### src/rtl/neuron_scan_sequencer.sv
// neuron_scan_sequencer: steps through every (neuron address, sub-cycle phase) slot once per timestep.
// External requests pause the sweep without losing its position. The block also flags sweep completion
// and timesteps that arrive before the previous sweep has finished.
module neuron_scan_sequencer #(
    parameter int NEURON_NO          = 256,
    parameter int PHASES             = 2,
    parameter int REQ_CH             = 2,
    parameter int RESTART_ON_OVERRUN = 0,
    parameter int CNT_W              = 16,
    localparam int ADDR_W            = $clog2(NEURON_NO),
    localparam int PH_W              = (PHASES > 1) ? $clog2(PHASES) : 1
) (
    input  logic              clk,
    input  logic              reset,
    input  logic              sys_en,
    input  logic [REQ_CH-1:0] ext_req,
    input  logic              dt_tick,
    output logic              scan_en,
    output logic [ADDR_W-1:0] scan_addr,
    output logic [PH_W-1:0]   scan_phase,
    output logic              last_phase,
    output logic              busy,
    output logic              stall,
    output logic              sweep_done,
    output logic              overrun,
    output logic [CNT_W-1:0]  sweep_cnt
);

    localparam logic [ADDR_W-1:0] LAST_ADDR  = ADDR_W'(NEURON_NO - 1);
    localparam logic [PH_W-1:0]   LAST_PHASE = PH_W'(PHASES - 1);

    typedef enum logic {
        S_IDLE = 1'b0,
        S_SCAN = 1'b1
    } state_t;

    state_t            r_state;
    logic [ADDR_W-1:0] r_addr;
    logic [PH_W-1:0]   r_phase;
    logic              r_sweepDone;
    logic              r_overrun;
    logic [CNT_W-1:0]  r_sweepCnt;

    state_t            w_nextState;
    logic [ADDR_W-1:0] w_nextAddr;
    logic [PH_W-1:0]   w_nextPhase;
    logic              w_nextDone;
    logic              w_nextOverrun;
    logic [CNT_W-1:0]  w_nextCnt;

    logic              w_anyReq;
    logic              w_busy;
    logic              w_scanEn;
    logic              w_lastPhase;
    logic              w_finalSlot;

    // A slot is consumed only while scanning, enabled and free of external requests.
    always_comb begin
        w_anyReq    = |ext_req;
        w_busy      = (r_state == S_SCAN);
        w_scanEn    = w_busy & sys_en & ~w_anyReq;
        w_lastPhase = (r_phase == LAST_PHASE);
        w_finalSlot = w_scanEn & w_lastPhase & (r_addr == LAST_ADDR);
    end

    // Next-state logic. With sys_en low every register holds, except the pulses, which fall to zero.
    always_comb begin
        w_nextState   = r_state;
        w_nextAddr    = r_addr;
        w_nextPhase   = r_phase;
        w_nextDone    = 1'b0;
        w_nextOverrun = 1'b0;
        w_nextCnt     = r_sweepCnt;
        if (sys_en) begin
            case (r_state)
                S_IDLE: begin
                    if (dt_tick) begin
                        w_nextState = S_SCAN;
                        w_nextAddr  = '0;
                        w_nextPhase = '0;
                    end
                end
                S_SCAN: begin
                    if (w_finalSlot) begin
                        // A tick on the closing edge is a clean back-to-back restart, not an overrun.
                        w_nextDone  = 1'b1;
                        w_nextCnt   = r_sweepCnt + CNT_W'(1);
                        w_nextAddr  = '0;
                        w_nextPhase = '0;
                        if (!dt_tick) begin
                            w_nextState = S_IDLE;
                        end
                    end else begin
                        if (w_scanEn) begin
                            if (w_lastPhase) begin
                                w_nextPhase = '0;
                                w_nextAddr  = r_addr + ADDR_W'(1);
                            end else begin
                                w_nextPhase = r_phase + PH_W'(1);
                            end
                        end
                        if (dt_tick) begin
                            w_nextOverrun = 1'b1;
                            if (RESTART_ON_OVERRUN != 0) begin
                                w_nextAddr  = '0;
                                w_nextPhase = '0;
                            end
                        end
                    end
                end
            endcase
        end
    end

    // State and position registers. Reset abandons any sweep in flight.
    always_ff @(posedge clk or negedge reset) begin
        if (!reset) begin
            r_state     <= S_IDLE;
            r_addr      <= '0;
            r_phase     <= '0;
            r_sweepDone <= 1'b0;
            r_overrun   <= 1'b0;
            r_sweepCnt  <= '0;
        end else begin
            r_state     <= w_nextState;
            r_addr      <= w_nextAddr;
            r_phase     <= w_nextPhase;
            r_sweepDone <= w_nextDone;
            r_overrun   <= w_nextOverrun;
            r_sweepCnt  <= w_nextCnt;
        end
    end

    // Drive the output ports.
    always_comb begin
        scan_en    = w_scanEn;
        scan_addr  = r_addr;
        scan_phase = r_phase;
        last_phase = w_lastPhase;
        busy       = w_busy;
        stall      = w_busy & w_anyReq & sys_en;
        sweep_done = r_sweepDone;
        overrun    = r_overrun;
        sweep_cnt  = r_sweepCnt;
    end

endmodule

### config.mk
export PLATFORM = sky130hd
export DESIGN_NAME = neuron_scan_sequencer
export DESIGN_NICKNAME = d
export VERILOG_FILES = /design/src/rtl/neuron_scan_sequencer.sv
export SDC_FILE = /design/constraint.sdc
export NUM_CORES = 1
export LEC_CHECK = 0
export ABC_AREA = 1
export BUFFER_PORTS_ARGS = -buffer_cell sky130_fd_sc_hd__clkbuf_2
export CAP_MARGIN = 20
export CORE_ASPECT_RATIO = 0.5
export CORE_UTILIZATION = 55
export DETAILED_ROUTE_END_ITERATION = 16
export GPL_ROUTABILITY_DRIVEN = 0
export PLACE_DENSITY = 0.81
export SETUP_SLACK_MARGIN = 0.05
export SLEW_MARGIN = 20
export SYNTH_ARGS = -nofsm -noshare
export SYNTH_HDL_FRONTEND = slang
export SYNTH_SLANG_ARGS = --single-unit
### constraint.sdc
create_clock -name clk -period 3.5 [get_ports clk]
set_input_delay 0.7 -clock clk [delete_from_list [all_inputs] [get_ports clk]]
set_output_delay 0.7 -clock clk [all_outputs]
set_load 0.005 [all_outputs]
==> impl_metrics.json, run 1 <==
{
  "yosysUniqueCellTypes": 29,
  "cp-start-kind": "input port",
  "hold_path.class": "input port to asynchronous set/reset pin",
  "cts.hold.buffers_added": 0,
  "starting_utilization_of_the_core_area_pct": 61.3,
  "ys_seq_area_share_pct": 41.9,
  "report.final.slew_viol_count": 0,
  "grt_util_all_layers_pct": 22.6,
  "critical_path.top_delay_family": "simple AND/OR/NAND/NOR gates",
  "fp.dieW_microns": 80.0,
  "level_count_of_the_clock_h_tree": 1,
  "n_antenna_cell": 0,
  "power.net_switching_w": 0.000190,
  "tightest_slew_ns": 0.766,
  "die_h_microns": 41.0,
  "num-fill-cells": 236,
  "switching_share_pct": 25.9,
  "cp.arrival_ns": 1.26,
  "clock-root-buffer": "sky130_fd_sc_hd__clkbuf_8",
  "via_count": 1479,
  "final_cell_count_no_fill": 292,
  "core_area_sq_mm": 0.00273,
  "placed_cells_incl_taps": 288,
  "post_synth_instance_area_sq_mm": 0.00167,
  "post_cts.repair.setup_buffers": 0,
  "setup_violations": 0,
  "tritoncts": "yes",
  "cts.sink_count": 28,
  "row_count": 13,
  "avgSynthCellArea_sq_um": 7.64,
  "worstRegToRegCells": 5,
  "layout.cell_area.non_filler_sq_mm": 0.00194,
  "numCtsBuffers": 3,
  "synth.ff_latch_count": 28,
  "total_power_w": 0.000735,
  "criticalPathCategory": "input port to output port",
  "timing.reg2reg.setup_slack_ns": 1.65,
  "timing.rr.start": "busy$_DFFE_PN0P_",
  "quantity_of_i_o_buffers_inserted_on_ports": 36,
  "drc_markers": 0,
  "crit_path_max_fanout": 3,
  "timing.slew.headroom_pct": 48.6,
  "die_area_sq_mm": 0.00328,
  "synth.yosys.warnings": 0,
  "period_share_pct": 55.9,
  "final_period_minus_worst_setup_slack_ns": 1.96,
  "grt_overflow_total": 0,
  "drt-wirelength-per-cell_microns": 11.8,
  "via_count_of_the_first_global_routing_pass": 1200,
  "dpl.hpwl_microns": 2590,
  "leakage_nw": 1.07,
  "intPower_w": 0.000545,
  "cell_mode_on_critical_path": "sky130_fd_sc_hd__clkbuf_2",
  "clock_tree.buffer_depth": 2,
  "required_ns": 2.80,
  "postCtsResizedCells": 0,
  "detail_route.vias_per_cell": 5.07,
  "slowest_stage": "sky130_fd_sc_hd__nor2_1",
  "grt_first_pass_wirelength_microns": 5370,
  "sequential_cell_area_sq_um": 701,
  "ant_nets": 0,
  "fin_util_pct": 70.9,
  "rsz0062_at_grt": "no",
  "antenna_violations_before_repair": 0,
  "run_status": "finished clean",
  "slowest_delay_ns": 0.17,
  "synthesized_net_count": 227,
  "placedInstanceArea_sq_mm": 0.00187,
  "synthCells": 219,
  "critical_register_to_register_path_endpoint": "scan_addr[3]$_DFFE_PN0P_",
  "insertion_delay_ns": 0.28,
  "endpoint_kind": "output port",
  "critPathBufInv": 3,
  "finalHoldViolCount": 0,
  "clock_power_share_pct": 35.1,
  "vdd.ir_drop.worst_uv": 324,
  "fin_skew_ns": 0.00296,
  "layout-drive-gt1-share_pct": 24.3,
  "areaGrowthSynthToFinish_pct": 15.7,
  "combinationalPowerShare_pct": 14.2,
  "first_iter_violations": 63,
  "postRouteWirelength_microns": 3430,
  "power.sequential.fraction_pct": 50.8,
  "totalNegativeSetupSlack_ns": 0,
  "design.portCount": 37,
  "fin_nets": 264,
  "cellPowerDensity_mw_per_mm2": 379,
  "maximum_number_of_pins_on_one_net_before_global_route_repair": 29,
  "max_cap_viol_count": 0,
  "maximum_frequency_from_static_timing_analysis_ghz": 0.511,
  "crit_chain": "clkbuf_2 -> nor2_1 -> nand2_1 -> inv_2 -> clkbuf_2",
  "drt-pass1-iter-count": 5,
  "multiInputGateArea_sq_um": 858,
  "worst_setup_hold_path_clk_slew_ns": 0.10
}
-- Yosys cell counts --
master                     number  area share [%]
sky130_fd_sc_hd__nand2_1       78              17
sky130_fd_sc_hd__dfrtp_1       28              42
sky130_fd_sc_hd__nor2_1        24             5.4
sky130_fd_sc_hd__inv_1         17             3.8
sky130_fd_sc_hd__nand3_1       16             4.8
sky130_fd_sc_hd__o21ai_1       10             3.0
sky130_fd_sc_hd__xor2_1         7             3.7
sky130_fd_sc_hd__nand2_2        6             2.2
sky130_fd_sc_hd__nand4_1        5             1.9
sky130_fd_sc_hd__inv_2          3            0.67
sky130_fd_sc_hd__buf_6          2             1.3
sky130_fd_sc_hd__ha_1           2             1.5
sky130_fd_sc_hd__nand3b_1       2            0.90
sky130_fd_sc_hd__nor2_4         2             1.3
sky130_fd_sc_hd__o21ai_2        2             1.0
sky130_fd_sc_hd__xnor2_2        2             1.9
sky130_fd_sc_hd__a22oi_2        1            0.75
sky130_fd_sc_hd__buf_2          1            0.30
sky130_fd_sc_hd__buf_4          1            0.45
sky130_fd_sc_hd__clkinv_2       1            0.30
sky130_fd_sc_hd__nand4_4        1             1.3
sky130_fd_sc_hd__nor2_2         1            0.37
sky130_fd_sc_hd__nor2_8         1             1.2
sky130_fd_sc_hd__nor3_1         1            0.30
sky130_fd_sc_hd__nor3_2         1            0.60
sky130_fd_sc_hd__o211ai_1       1            0.45
sky130_fd_sc_hd__o21ai_0        1            0.30
sky130_fd_sc_hd__or2_2          1            0.37
sky130_fd_sc_hd__xnor2_1        1            0.52
-- placed cells by master (no fill, tap or decap), types with 2 or more instances in the layout --
cell type,count
sky130_fd_sc_hd__xor2_1,7
sky130_fd_sc_hd__clkbuf_8,3
sky130_fd_sc_hd__nand3_1,16
sky130_fd_sc_hd__nand3b_1,2
sky130_fd_sc_hd__nor2_4,2
sky130_fd_sc_hd__ha_1,2
sky130_fd_sc_hd__nand4_1,5
sky130_fd_sc_hd__o21ai_2,2
sky130_fd_sc_hd__inv_2,3
sky130_fd_sc_hd__nand2_2,6
sky130_fd_sc_hd__nand2_1,78
sky130_fd_sc_hd__xnor2_2,2
sky130_fd_sc_hd__o21ai_1,10
sky130_fd_sc_hd__dfrtp_1,28
sky130_fd_sc_hd__nor2_1,24
sky130_fd_sc_hd__clkbuf_2,36
sky130_fd_sc_hd__inv_1,17
-- cell type report --
type / count / share of cell area [%]
timing repair buffer: 36 / 9.30
tap: 37 / 2.39
multi-input combinational: 166 / 44.3
inverter: 21 / 4.13
clock inverter: 1 / 1.55
sequential: 28 / 36.2
clock buffer: 3 / 2.13
-- worst register-to-register path: cells and delay by family (launching register included) --
| kind | cells | cell delay (ns) |
|---|---|---|
| simple gates | 2 | 0.20 |
| buf+inv | 2 | 0.40 |
| compound gates | 1 | 0.64 |
| flops | 1 | 0.50 |
-- power groups by stage --
stage	clock network (W)	logic (W)	registers, W
2_1_floorplan	0	0.0000626	0.000378
3_3_place_gp	0	0.0000998	0.000379
3_5_place_dp	0	0.000106	0.000380
4_1_cts	0.000265	0.000106	0.000373
5_1_grt	0.000279	0.000122	0.000378
6_report	0.000258	0.000104	0.000373
-- per-layer routing --
layer	track usage, %	share of wire, %	vias to the layer above
met1	28.7	49	694
met3	6.00	3.4	0
met2	40.8	48	26
met4	4.02	0	0
met5	0	0	-
li1	-	-	759
-- sequential cells by signal (all words and copies together), names as in the netlist --
name,count
sweep_done,1
overrun,1
busy,1
sweep_cnt,16
last_phase,1
scan_addr,8
-- how the worst max path moves through the flow --
| stage | from | slack, ns | cells after the start | to |
|---|---|---|---|---|
| floorplan | ext_req[1] | 1.78 | 3 | scan_en |
| global placement | sys_en | 1.50 | 9 | scan_addr[7]$_DFFE_PN0P_ |
| detailed placement | sys_en | 1.39 | 9 | scan_addr[0]$_DFFE_PN0P_ |
| CTS | ext_req[1] | 1.55 | 5 | scan_en |
| global route | busy$_DFFE_PN0P_ | 1.42 | 5 | scan_addr[3]$_DFFE_PN0P_ |
| finish | ext_req[1] | 1.54 | 5 | scan_en |
-- through the flow --
step | hold WS, ns | worst slack, ns
finish | 0.438 | 1.54
global route | 0.497 | 1.42
CTS | 0.467 | 1.55
detailed placement | 0.524 | 1.39
global placement | 0.511 | 1.50
floorplan | 0.404 | 1.78
-- logic make-up after synthesis --
kind of cell | share of synthesized area, %
simple gates | 38.1
flops | 41.9
buf+inv | 6.88
compound gates | 5.53
xor+xnor | 6.13
fa+ha+maj | 1.49
No activity file was read; power rests on OpenSTA's default activity.
==> run 2: changes to the inputs <==
- ABC_AREA: 1 -> 0
- CORE_UTILIZATION: 55 -> 51
- PLACE_DENSITY: 0.81 -> 0.77
- clock period: 3.5 -> 1.9 ns (I/O delays scaled with it)
==> run 2 against run 1 <==
Setup slack got worse by 1.4 ns. Register-to-register slack got worse by 1.5 ns. Utilization fell by 4.2 points. Worst hold slack got worse by 0.32 ns. Area after synthesis fell by 15%. Via count fell by 25%. First-iteration DRC count fell by 30%. Largest power group unchanged. Cell count fell by 28%. Total power rose by 96%. Critical endpoint is now sweep_cnt[1]$_DFFE_PN0P_. Combinational power rose to 2.6 times the previous value. Non-clock buffer count rose by 7.
==> impl_metrics.json, run 2 <==
{
  "timing.reg2reg.setup_slack_ns": 0.13,
  "gr-usage-met3_pct": 4.94,
  "synth_adder_area_share_pct": 1.77,
  "totalNegativeSetupSlack_ns": 0,
  "muxShareOfSynthArea_pct": 1.06,
  "cts.sink_count": 28,
  "fraction_of_the_mapped_netlist_area_in_simple_logic_gates_pct": 26.8,
  "die_area_sq_mm": 0.00300,
  "report.final.slew_viol_count": 0,
  "run_status": "finished clean",
  "yosys.area.top_type_share_pct": 49.5,
  "ys_seq_area_share_pct": 49.5,
  "numCtsBuffers": 3,
  "areaGrowthSynthToFinish_pct": 23.4,
  "post_synthesis_xor_xnor_area_fraction_pct": 9.28,
  "tightest_slew_ns": 0.686,
  "place_worst_setup_slack_ns": 0.0799,
  "first_iter_violations": 44,
  "clock-root-buffer": "sky130_fd_sc_hd__clkbuf_8",
  "grt_first_pass_wirelength_microns": 4350,
  "die_h_microns": 39.2,
  "fin_nets": 182,
  "antenna_violations_before_repair": 0,
  "cp-start-kind": "flop",
  "core_area_sq_mm": 0.00262,
  "gr-max-usage-layer": "met2",
  "synth_enable_flop_cells": 0,
  "synth.top_cells.by_area": "sky130_fd_sc_hd__dfrtp_1 (50%), sky130_fd_sc_hd__xnor2_1 (8.7%), sky130_fd_sc_hd__nand3_1 (5.0%), sky130_fd_sc_hd__nand2_1 (3.7%), sky130_fd_sc_hd__nor4_4 (3.0%)",
  "postRouteWirelength_microns": 2780,
  "dpl.hpwl_microns": 2030,
  "max_cap_viol_count": 0,
  "dominant_combinational_cell_family_by_area_after_synthesis": "simple AND/OR/NAND/NOR gates",
  "cellPowerDensity_mw_per_mm2": 826,
  "synthesized_net_count": 140,
  "maximum_number_of_pins_on_one_net_before_global_route_repair": 29,
  "synth_compound_gate_area_share_pct": 7.78,
  "synth.ff_latch_count": 28,
  "drt-pass1-iter-count": 6,
  "vdd.ir_drop.worst_uv": 487,
  "worstRegToRegCells": 4,
  "row_count": 13,
  "setup_violations": 0,
  "synth_async_sr_flop_share_pct": 100,
  "hold_path.class": "input port to asynchronous set/reset pin",
  "met1_layer_usage_reported_by_global_route_pct": 27.3,
  "mostFrequentLayoutCell": "sky130_fd_sc_hd__clkbuf_2",
  "cp.arrival_ns": 1.95,
  "synthMostInstantiatedCell": "sky130_fd_sc_hd__dfrtp_1",
  "avgSynthCellArea_sq_um": 10.7,
  "timing.rr.start": "scan_addr[0]$_DFFE_PN0P_",
  "level_count_of_the_clock_h_tree": 1,
  "top_library_cells_by_usage_in_the_layout_fill_and_taps_aside": "sky130_fd_sc_hd__clkbuf_2 (36), sky130_fd_sc_hd__dfrtp_1 (28), sky130_fd_sc_hd__nand2_1 (14), sky130_fd_sc_hd__xnor2_1 (14), sky130_fd_sc_hd__nand3_1 (13)",
  "largest_register_ff_count": 16,
  "fin_skew_ns": 0.00664,
  "design.portCount": 37,
  "grt_util_all_layers_pct": 20.1,
  "drc_markers": 0,
  "crit_path_max_fanout": 7,
  "global_route.usage.met2_pct": 31.1,
  "synth.yosys.warnings": 0,
  "synthCells": 132,
  "via_count": 1104,
  "post_synth_instance_area_sq_mm": 0.00142,
  "critical_register_to_register_path_endpoint": "sweep_cnt[1]$_DFFE_PN0P_",
  "endpoint_kind": "flop",
  "fp.dieW_microns": 76.5,
  "required_ns": 2.08,
  "tritoncts": "yes",
  "final_period_minus_worst_setup_slack_ns": 1.77,
  "clock_tree.buffer_depth": 2,
  "n_antenna_cell": 0,
  "quantity_of_i_o_buffers_inserted_on_ports": 36,
  "synth_ff_type": "sky130_fd_sc_hd__dfrtp_1",
  "worst_setup_hold_path_clk_slew_ns": 0.10,
  "detail_route.vias_per_cell": 5.26,
  "rsz0062_at_grt": "no",
  "finalHoldViolCount": 0,
  "insertion_delay_ns": 0.28,
  "yosysUniqueCellTypes": 33,
  "minimum_setup_slack_in_the_final_design_ns": 0.131,
  "layout-drive-gt1-share_pct": 32.9,
  "starting_utilization_of_the_core_area_pct": 54.0,
  "num-fill-cells": 227,
  "ant_nets": 0,
  "grt_overflow_total": 0,
  "yosys.area.top_type": "sky130_fd_sc_hd__dfrtp_1",
  "timing.slew.headroom_pct": 54.3,
  "via_count_of_the_first_global_routing_pass": 881,
  "maximum_frequency_from_static_timing_analysis_ghz": 0.565,
  "ys_top_cells_by_count": "sky130_fd_sc_hd__dfrtp_1 (28), sky130_fd_sc_hd__nand2_1 (14), sky130_fd_sc_hd__nand3_1 (14), sky130_fd_sc_hd__xnor2_1 (14), sky130_fd_sc_hd__o21ai_0 (8)",
  "period_share_pct": 93.1,
  "criticalPathCategory": "flop to flop",
  "drt-wirelength-per-cell_microns": 13.2,
  "leakage_nw": 0.868
}
## run 2: cell count changes after synthesis, sizes merged, moves of 3 or more
cell	before	now
clkbuf	0	4
and4	0	4
xor2	7	1
xnor2	3	14
inv	20	5
nor2b	0	3
nor2	28	1
a21oi	0	4
o21ai	13	10
nand2	84	14
and3	0	3
## run 2: worst max-delay path, cell delays in order (launching register included)
cell	delay [ns]
sky130_fd_sc_hd__dfrtp_1	0.37
sky130_fd_sc_hd__ha_2	0.24
sky130_fd_sc_hd__nand4_4	0.15
sky130_fd_sc_hd__or4_4	0.58
sky130_fd_sc_hd__mux2_4	0.32
## run 2: kinds of logic after synthesis
group	Yosys count
and+or+nand+nor	56
DFF	28
AOI/OAI and AO/OA	19
xor gates and xnor gates	15
buffers and inverters	11
adders and majority gates	2
muxes	1
## run 2: area by class of cell
cell class	instances	area, sq um	area share [%]
flip-flops and latches	28	701	40.1
multi-input cells	93	677	38.8
repair buffers	43	233	13.3
well taps	37	46.3	2.65
clock buffers	3	41.3	2.36
clock inverters	1	30.0	1.72
inverters	5	18.8	1.07
## run 2: what timing repair did
action | 4_1_cts | 5_1_grt
endpoints found under the setup margin | 0 | 1
gates resized for setup | 0 | 1
buffers inserted | 0 | 0
hold buffers | 0 | 0
## run 2: stage by stage
| stage | power [W] | std cells | utilization (%) | hold slack, ns | instance area (sq um) |
|---|---|---|---|---|---|
| after floorplan | 0.000842 | 132 | - | 0.0844 | 1430 |
| after global placement | 0.000974 | 206 | 63.8 | 0.448 | 1670 |
| after detailed placement | 0.000982 | 206 | 63.8 | 0.453 | 1670 |
| after CTS | 0.00145 | 210 | 66.5 | 0.145 | 1740 |
| after global routing | 0.00152 | 210 | 66.7 | 0.174 | 1750 |
| final | 0.00144 | 210 | 66.7 | 0.120 | 1750 |
## run 2: worst max-delay path by stage
stage / startpoint / to / slack [ns] / cells past startpoint
detailed placement: ext_req[0] / sweep_cnt[1]$_DFFE_PN0P_ / 0.08 / 4
global placement: ext_req[0] / sweep_cnt[1]$_DFFE_PN0P_ / 0.10 / 4
CTS: scan_addr[0]$_DFFE_PN0P_ / sweep_cnt[1]$_DFFE_PN0P_ / 0.14 / 4
finish: scan_addr[0]$_DFFE_PN0P_ / sweep_cnt[1]$_DFFE_PN0P_ / 0.13 / 4
global route: scan_addr[0]$_DFFE_PN0P_ / sweep_cnt[10]$_DFFE_PN0P_ / 0.07 / 5
floorplan: scan_addr[0]$_DFFE_PN0P_ / sweep_cnt[1]$_DFFE_PN0P_ / 0.07 / 5
## run 2: power breakdown
group | switching [W] | total, W | internal (W)
logic | 0.000137 | 0.000266 | 0.000129
clock network | 0.000190 | 0.000473 | 0.000282
registers | 0.0000611 | 0.000704 | 0.000643
## run 2: per-layer routing
layer	routed length, microns	share of wire (%)	vias to the layer above
li1	-	-	562
met1	1330	48	514
met2	1310	47	24
met3	107	3.8	4
met4	39	1.4	0
met5	0	0	-
==> run 3: changes to the inputs <==
==> constraint.sdc (replaced) <==
create_clock -name clk -period 1.66 [get_ports clk]
set_input_delay 0.332 -clock clk [delete_from_list [all_inputs] [get_ports clk]]
set_output_delay 0.332 -clock clk [all_outputs]
set_load 0.01 [all_outputs]
==> run 3 against run 2 <==
Global-route usage rose by 2.2 points. Clock-buffer cell count did not move. Utilization rose by 9.3 points. Worst hold slack better by 0.16 ns. Wire length up 17%. Sequential power increased by 15%. Combinational power grew 84%. Register-to-register slack got worse by 0.12 ns. Highest routed layer unchanged.
==> impl_metrics.json, run 3 (synthesis gave the netlist of run 2 again) <==
{
  "worstRegToRegCells": 4,
  "criticalPathCategory": "flop to flop",
  "core_area_sq_mm": 0.00262,
  "crit_path_max_fanout": 7,
  "insertion_delay_ns": 0.28,
  "first_iter_violations": 31,
  "numCtsBuffers": 3,
  "layout-drive-gt1-share_pct": 46.6,
  "endpoint_kind": "flop",
  "hold-path-cell-count": 3,
  "dpl.hpwl_microns": 2270,
  "totalNegativeSetupSlack_ns": 0,
  "clock-root-buffer": "sky130_fd_sc_hd__clkbuf_8",
  "fp.dieW_microns": 76.5,
  "critical_path.top_delay_family": "simple AND/OR/NAND/NOR gates",
  "total_power_w": 0.00184,
  "finalHoldViolCount": 0,
  "slowest_stage": "sky130_fd_sc_hd__or4_4",
  "detail_route.vias_per_cell": 5.25,
  "design.portCount": 37,
  "drc_markers": 0,
  "required_ns": 1.84,
  "via_count": 1208,
  "tritoncts": "yes",
  "crit_chain": "ha_4 -> nand4_4 -> or4_4 -> mux2_4",
  "grt_overflow_total": 0,
  "power.sequential.fraction_pct": 43.9,
  "cellPowerDensity_mw_per_mm2": 927,
  "maximum_frequency_from_static_timing_analysis_ghz": 0.606,
  "slowest_delay_ns": 0.57,
  "power.net_switching_w": 0.000523,
  "n_antenna_cell": 0,
  "fin_nets": 202,
  "quantity_of_i_o_buffers_inserted_on_ports": 36,
  "period_share_pct": 99.4,
  "final_period_minus_worst_setup_slack_ns": 1.65,
  "timing.slew.headroom_pct": 72.2,
  "row_count": 13,
  "max_cap_viol_count": 0,
  "clock_tree.buffer_depth": 2,
  "grt_util_all_layers_pct": 22.3,
  "num-fill-cells": 182,
  "starting_utilization_of_the_core_area_pct": 54.0,
  "die_h_microns": 39.2,
  "areaGrowthSynthToFinish_pct": 40.6,
  "drt-wirelength-per-cell_microns": 14.2,
  "postRouteWirelength_microns": 3260,
  "via_count_of_the_first_global_routing_pass": 1063,
  "ant_nets": 0,
  "combinationalPowerShare_pct": 26.5,
  "fin_skew_ns": 0.00588,
  "cts.sink_count": 28,
  "largest_register_ff_count": 16,
  "hold_path.class": "input port to flop",
  "report.final.slew_viol_count": 0,
  "sequential_cell_area_sq_um": 706,
  "clock_power_share_pct": 29.5,
  "run_status": "finished clean",
  "critPathBufInv": 0,
  "drt-pass1-iter-count": 4,
  "cp.arrival_ns": 1.83,
  "cp-start-kind": "flop",
  "setup_violations": 0,
  "antenna_violations_before_repair": 0,
  "mostFrequentLayoutCell": "sky130_fd_sc_hd__clkbuf_2",
  "multiInputGateArea_sq_um": 741,
  "switching_share_pct": 28.4,
  "intPower_w": 0.00132,
  "worst_setup_hold_path_clk_slew_ns": 0.10,
  "rsz0062_at_grt": "yes",
  "cp.depth": 4,
  "level_count_of_the_clock_h_tree": 1,
  "tightest_slew_ns": 0.417,
  "top_library_cells_by_usage_in_the_layout_fill_and_taps_aside": "sky130_fd_sc_hd__clkbuf_2 (36), sky130_fd_sc_hd__dfrtp_1 (24), sky130_fd_sc_hd__buf_4 (21)",
  "die_area_sq_mm": 0.00300,
  "leakage_nw": 0.975,
  "vdd.ir_drop.worst_uv": 904,
  "grt_first_pass_wirelength_microns": 4760,
  "maximum_number_of_pins_on_one_net_before_global_route_repair": 17
}
run 3: stage by stage:
step / instances / utilization [%] / hold WS (ns) / setup slack [ns] / area, sq um
floorplan: 132 / - / 0.0364 / -0.109 / 1450
global placement: 222 / 69.0 / 0.273 / -0.00951 / 1810
detailed placement: 222 / 69.0 / 0.277 / -0.0299 / 1810
CTS: 227 / 72.2 / 0.285 / 0.0388 / 1890
global route: 230 / 76.0 / 0.306 / -0.0208 / 1990
finish: 230 / 76.0 / 0.283 / 0.0107 / 1990
run 3: power groups by stage:
stage | logic, W | registers [W] | clock network [W]
3_3_place_gp | 0.000414 | 0.000813 | 0
2_1_floorplan | 0.000155 | 0.000867 | 0
5_1_grt | 0.000547 | 0.000819 | 0.000594
3_5_place_dp | 0.000426 | 0.000817 | 0
4_1_cts | 0.000434 | 0.000804 | 0.000554
6_report | 0.000489 | 0.000810 | 0.000545
run 3: worst reg2reg max path: cells and delay by family (launching register included):
family	cells	cell delay, ns
fa+ha+maj	1	0.16
flops	1	0.40
mux	1	0.32
simple gates	2	0.67
run 3: cell type report:
class / instances / share of cell area (%)
Clock buffer: 3 / 2.08
Sequential cell: 28 / 35.5
Multi-Input combinational cell: 93 / 37.2
Inverter: 5 / 1.07
Tap cell: 37 / 2.33
Timing Repair Buffer: 63 / 20.3
Clock inverter: 1 / 1.51
run 3: worst paths after layout:
| path | from | endpoint | slack (ns) |
|---|---|---|---|
| min reg2reg | sweep_cnt[8]$_DFFE_PN0P_ | sweep_cnt[8]$_DFFE_PN0P_ | 0.49 |
| max | scan_addr[1]$_DFFE_PN0P_ | sweep_cnt[1]$_DFFE_PN0P_ | 0.01 |
| min | dt_tick | busy$_DFFE_PN0P_ | 0.28 |
| max reg2reg | scan_addr[1]$_DFFE_PN0P_ | sweep_cnt[1]$_DFFE_PN0P_ | 0.01 |
| max in group asynchronous | reset | sweep_cnt[2]$_DFFE_PN0P_ | 0.69 |
| min in group asynchronous | reset | sweep_cnt[15]$_DFFE_PN0P_ | 0.50 |
run 3: layer usage:
layer	global-route usage, %	routed length [microns]	up-vias	share of wire [%]
met5	0	0	-	0
met4	9.62	90	0	2.8
met3	6.12	98	10	3.0
met2	40.8	1660	35	51
met1	25.8	1410	565	43
li1	-	-	598	-
run 3: what timing repair did:
| action | 4_1_cts | 5_1_grt |
|---|---|---|
| resized for setup | 2 | 18 |
| endpoints found under the setup margin | 8 | 19 |
| hold endpoints to repair | 14 | 0 |
| buffers inserted | 0 | 3 |
| pin swaps | 1 | 9 |
| hold buffers | 1 | 0 |
